$ cat src/rtl/bus_err_drain_arb.sv
// Round-robin drain of per-unit bus error FIFOs into one report stream.
// Holds one captured report until accepted and keeps saturating per-unit drain counts.
`timescale 1ns/1ps

module bus_err_drain_arb_cnt #(
   parameter int unsigned CntWidth = 8
) (
   input  logic                clk_i,
   input  logic                rst_ni,
   input  logic                clear_i,
   input  logic                inc_i,
   output logic [CntWidth-1:0] cnt_o
);

   always_ff @(posedge clk_i or negedge rst_ni) begin
      if (!rst_ni) begin
         cnt_o <= '0;
      end else if (clear_i) begin
         cnt_o <= '0;
      end else if (inc_i && (cnt_o != {CntWidth{1'b1}})) begin
         cnt_o <= cnt_o + CntWidth'(1);
      end
   end

endmodule

module bus_err_drain_arb #(
   parameter int unsigned NumUnits      = 4,
   parameter int unsigned AddrWidth     = 48,
   parameter int unsigned MetaDataWidth = 1,
   parameter int unsigned ErrBits       = 3,
   parameter int unsigned CntWidth      = 8,
   localparam int unsigned IdxW         = (NumUnits > 1) ? $clog2(NumUnits) : 1
) (
   input  logic                                         clk_i,
   input  logic                                         rst_ni,
   input  logic                                         enable_i,
   input  logic [NumUnits-1:0]                          unit_err_irq_i,
   input  logic [NumUnits-1:0][ErrBits-1:0]             unit_err_code_i,
   input  logic [NumUnits-1:0][AddrWidth-1:0]           unit_err_addr_i,
   input  logic [NumUnits-1:0][MetaDataWidth-1:0]       unit_err_meta_i,
   input  logic [NumUnits-1:0]                          unit_err_overflow_i,
   output logic [NumUnits-1:0]                          unit_err_pop_o,
   output logic                                         rpt_valid_o,
   input  logic                                         rpt_ready_i,
   output logic [IdxW-1:0]                              rpt_unit_o,
   output logic [ErrBits-1:0]                           rpt_code_o,
   output logic [AddrWidth-1:0]                         rpt_addr_o,
   output logic [MetaDataWidth-1:0]                     rpt_meta_o,
   output logic                                         rpt_overflow_o,
   input  logic                                         cnt_clear_i,
   output logic [NumUnits-1:0][CntWidth-1:0]            err_cnt_o,
   output logic                                         irq_o
);

   typedef enum logic {Idle, Valid} state_e;

   typedef struct packed {
      logic [IdxW-1:0]          unit;
      logic [ErrBits-1:0]       code;
      logic [AddrWidth-1:0]     addr;
      logic [MetaDataWidth-1:0] meta;
      logic                     ovf;
   } rpt_t;

   state_e          state_q, state_d;
   rpt_t            rpt_q, rpt_d;
   logic [IdxW-1:0] last_q, sel, cand_idx;
   logic            any_hit, grant;
   int              cand;

   // Search begins one past the last winner, wrapping once around the ring.
   always_comb begin
      sel      = last_q;
      any_hit  = 1'b0;
      cand     = 0;
      cand_idx = '0;
      for (int k = 0; k < int'(NumUnits); k++) begin
         cand = int'(last_q) + 1 + k;
         if (cand >= int'(NumUnits)) cand = cand - int'(NumUnits);
         cand_idx = cand[IdxW-1:0];
         if (!any_hit && unit_err_irq_i[cand_idx]) begin
            sel     = cand_idx;
            any_hit = 1'b1;
         end
      end
   end

   // rst_ni gating keeps pops quiet while reset is held.
   assign grant = rst_ni & enable_i & any_hit & ((state_q == Idle) | rpt_ready_i);

   always_comb begin
      unit_err_pop_o = '0;
      if (grant) unit_err_pop_o[sel] = 1'b1;
   end

   always_comb begin
      rpt_d.unit = sel;
      rpt_d.code = unit_err_code_i[sel];
      rpt_d.addr = unit_err_addr_i[sel];
      rpt_d.meta = unit_err_meta_i[sel];
      rpt_d.ovf  = unit_err_overflow_i[sel];
   end

   always_comb begin
      state_d = state_q;
      case (state_q)
         Idle:    if (grant) state_d = Valid;
         Valid:   if (rpt_ready_i) state_d = grant ? Valid : Idle;
         default: state_d = Idle;
      endcase
   end

   always_ff @(posedge clk_i or negedge rst_ni) begin
      if (!rst_ni) begin
         state_q <= Idle;
         rpt_q   <= '0;
         last_q  <= IdxW'(NumUnits - 1);
      end else begin
         state_q <= state_d;
         if (grant) begin
            rpt_q  <= rpt_d;
            last_q <= sel;
         end
      end
   end

   assign rpt_valid_o    = (state_q == Valid);
   assign irq_o          = rpt_valid_o;
   assign rpt_unit_o     = rpt_q.unit;
   assign rpt_code_o     = rpt_q.code;
   assign rpt_addr_o     = rpt_q.addr;
   assign rpt_meta_o     = rpt_q.meta;
   assign rpt_overflow_o = rpt_q.ovf;

   for (genvar i = 0; i < NumUnits; i++) begin : g_cnt
      bus_err_drain_arb_cnt #(.CntWidth(CntWidth)) u_cnt (
         .clk_i   (clk_i),
         .rst_ni  (rst_ni),
         .clear_i (cnt_clear_i),
         .inc_i   (unit_err_pop_o[i]),
         .cnt_o   (err_cnt_o[i])
      );
   end

endmodule

$ cat config.mk
export PLATFORM = sky130hd
export DESIGN_NAME = bus_err_drain_arb
export DESIGN_NICKNAME = d
export VERILOG_FILES = /design/src/rtl/bus_err_drain_arb.sv
export SDC_FILE = /design/constraint.sdc
export NUM_CORES = 1
export LEC_CHECK = 0
export CORE_UTILIZATION = 41
export DETAILED_ROUTE_END_ITERATION = 8
export PLACE_DENSITY = 0.81
export SLEW_MARGIN = 25
export SYNTH_ARGS = -nofsm -noshare
export SYNTH_HDL_FRONTEND = slang
export SYNTH_HIERARCHICAL = 1
export SYNTH_SLANG_ARGS = --single-unit
$ cat constraint.sdc
create_clock -name clk_i -period 3.3 [get_ports clk_i]
set_input_delay 0.825 -clock clk_i [delete_from_list [all_inputs] [get_ports clk_i]]
set_output_delay 0.825 -clock clk_i [all_outputs]
set_load 0.02 [all_outputs]
==> summary.txt <==
Top cells by area, synth - dfrtp_1, mux2_2, nand3_1, a21o_4, o211a_1
Sequential cell area - 0.00225 mm²
Residual DRC count - 2
Core box area - 0.0151 mm²
Routed len/inst - 19.1 µm
Peak supply drop - 0.000433 V
Critical Path AT - 2440 ps
Final Max Tran Viols - 0
Max-Cap Viols - 0
Final worst path period share - 99.0%
Antenna violations before repair - 2
Crit-path cells - clkdlybuf4s50_1, or4_4, and4_4, nand3_4, nor3_1, buf_4, buf_4
Yosys cell types - 52
CTS tree - done
Initial DRT Pass Iterations - 7
Inserted Clock Buffers - 9
Post-Place Cell Area - 0.00971 mm²
Post-synthesis sequential area ratio - 35.5%
Clock slew at reported path FFs - 60 ps
Setup WS post-layout - 33.1 ps
FF-to-FF Start - last_q[0]$_DFFE_PN1P_
Worst Tran Pin Value - 894 ps
Yosys top cell by area - dfrtp_1
Multi-input logic area - 0.00368 mm²
Maximum clock frequency - 0.306 GHz
GP Congestion - 0.850
Placement Setup Slack - -434 ps
Met1 WL - 8.75 mm
Main synth FF type - dfrtp_1
Path depth of the worst reg2reg path - 10
Top routing layer in use - met4
Vias in the first global route - 6,424
Max-Slew Margin vs Limit - 40.4%
First-pass GRT wire length - 34.9 mm
Layout area overhead - 58.3%
Delay of the slowest cell on the worst path - 540 ps
Hold Path Stages - 2
Die Footprint - 0.0160 mm²
Reg-to-Reg End - g_cnt[2].u_cnt/cnt_o[5]$_DFFE_PN0P_
Gate count of the mapped netlist - 657
Fin crit period - 3270 ps
Hold Buf Count CTS - 0
Most common cell on crit path - buf_4
Sink Count - 90
CP required - 2470 ps
I/O Buffers - 313
Htree depth - 3
Filler instances - 1,248
Total power - 5480 µW
Pwr per Cell Area - 545 mW/mm²
Pin count of the biggest net entering global routing - 80
Final Net Count - 1,197
Asr flop ratio synth - 100%
Avg Inst Size Synth - 9.67 µm²
Share of Yosys cell area claimed by the top area cell type - 34.7%
Clk_skew - 5.98 ps
Run status - complete, but fails checks
Die outline width - 126 µm
Final wirelength - 22.3 mm
Antenna violation net count after detailed routing - 0
Clk_lat worst skew - 350 ps
Met2 wire length - 11.0 mm
Initial DRC count - 437
IO Count - 314
Kind of critical path - in2out
Share of layout cells above drive strength 1 - 18.5%
Clock root buffer - clkbuf_16
Wire length on met3 - 1.67 mm
Critical-path maximum fanout - 4
Clock Tree Buf Depth - 2
Syn Nets - 882
Final instance area - 0.0101 mm²
Site row count - 45
EDFF count, synth - 0
Count leader, synth - dfrtp_1
Final hold vios - 0
Mapped Area - 0.00635 mm²
HP Class - reg2reg
Fin Setup TNS - 0 ps
Hold Crit Start - rpt_overflow_o$_DFFE_PN0P_
Grt total ovfl - 0
Chip Height - 126 µm
Hold path endpoint - rpt_overflow_o$_DFFE_PN0P_
Most frequent cells after synthesis - dfrtp_1, nand3_1, nand2b_1
RSZ-0062 raised after global routing - false
YS warnings - 6
Failing checks - DRC
R2R Setup Slk - 740 ps
Worst path slowest cell - or4_4
GRT Util Overall - 28.0%
Vias per inst - 5.64
Final setup fails - 0
Critical path launch point type - input pin
Leak - 0.00414 µW
Synthesized flop and latch total - 90
HPWL Detailed - 15.9 mm
Total number of vias - 6,578
Initial Utilization - 41.9%
Critical Path End Type - primary output
[stage by stage]
step,hold slack (ps),cells,util [%]
final,508,1167,66.4
after detailed placement,492,1143,64.1
after global routing,525,1167,66.4
after floorplan,494,657,-
after global placement,489,1143,64.1
after CTS,510,1165,66.4
[critical path: cells and delay by family]
kind	cells	cell delay (ps)
buffers and inverters	3	710
and+or+nand+nor	4	900
[power by group]
part / internal, µW / switching (µW) / total, µW
registers: 1430 / 204 / 1630
logic: 1420 / 1440 / 2860
clock network: 516 / 477 / 993
[cell type report]
type / count / area share, %
Sequential cell: 90 / 22.4
Timing Repair Buffer: 359 / 34.5
Clock buffer: 9 / 2.24
Tap cell: 188 / 2.34
Clock inverter: 7 / 0.535
Antenna cell: 2 / 0.0498
Multi-Input combinational cell: 477 / 36.6
Inverter: 35 / 1.31
[kinds of logic after synthesis]
family | after synthesis | share of synthesized area, %
buf+inv | 90 | 7.47
mux | 39 | 6.83
fa+ha+maj | 4 | 0.788
compound gates | 179 | 25.4
simple gates | 255 | 24.0
flops | 90 | 35.5
[sequential cells by signal, indices dropped and copies added, names as in the netlist]
signal / flops
g_cnt.u_cnt/cnt_o: 32
rpt_code_o: 3
rpt_addr_o: 48
last_q: 2
rpt_meta_o: 1
irq_o: 1
rpt_unit_o: 2
rpt_overflow_o: 1
[layout by cell type (no fill, tap or decap), drive strengths merged, types with 5 or more instances in the layout]
cell type | Yosys | final
a21o | 27 | 27
a21oi | 17 | 17
a32oi | 26 | 26
and4 | 9 | 9
buf | 41 | 51
clkbuf | 14 | 9
clkdlybuf4s50 | 0 | 306
dfrtp | 88 | 88
inv | 35 | 37
mux2 | 35 | 35
nand2 | 40 | 40
nand2b | 43 | 43
nand3 | 92 | 92
nand4 | 5 | 5
nor2 | 11 | 11
nor2b | 15 | 15
nor3 | 19 | 19
nor3b | 5 | 5
o211a | 28 | 28
o21ai | 31 | 31
o221ai | 27 | 27
[repair_timing]
action	in CTS	in global routing
pin swaps	5	1
gates resized for setup	22	5
endpoints found under the hold margin	0	0
endpoints found under the setup margin	4	39
buffers inserted	6	0
[per-layer routing]
layer,up-vias,GRT usage [%]
met5,-,0
met4,0,14.0
met3,52,5.86
met2,288,48.5
met1,3150,33.1
li1,3088,-
[worst max path at each step]
stage,start,to,cells after the start
2_1_floorplan,unit_err_irq_i[3],g_cnt[1].u_cnt/cnt_o[7]$_DFFE_PN0P_,10
3_3_place_gp,unit_err_irq_i[1],unit_err_pop_o[0],7
3_5_place_dp,unit_err_irq_i[1],unit_err_pop_o[0],7
4_1_cts,unit_err_irq_i[1],unit_err_pop_o[0],7
5_1_grt,unit_err_irq_i[1],unit_err_pop_o[2],9
6_report,unit_err_irq_i[1],unit_err_pop_o[2],7
No activity file was read; power rests on OpenSTA's default activity.
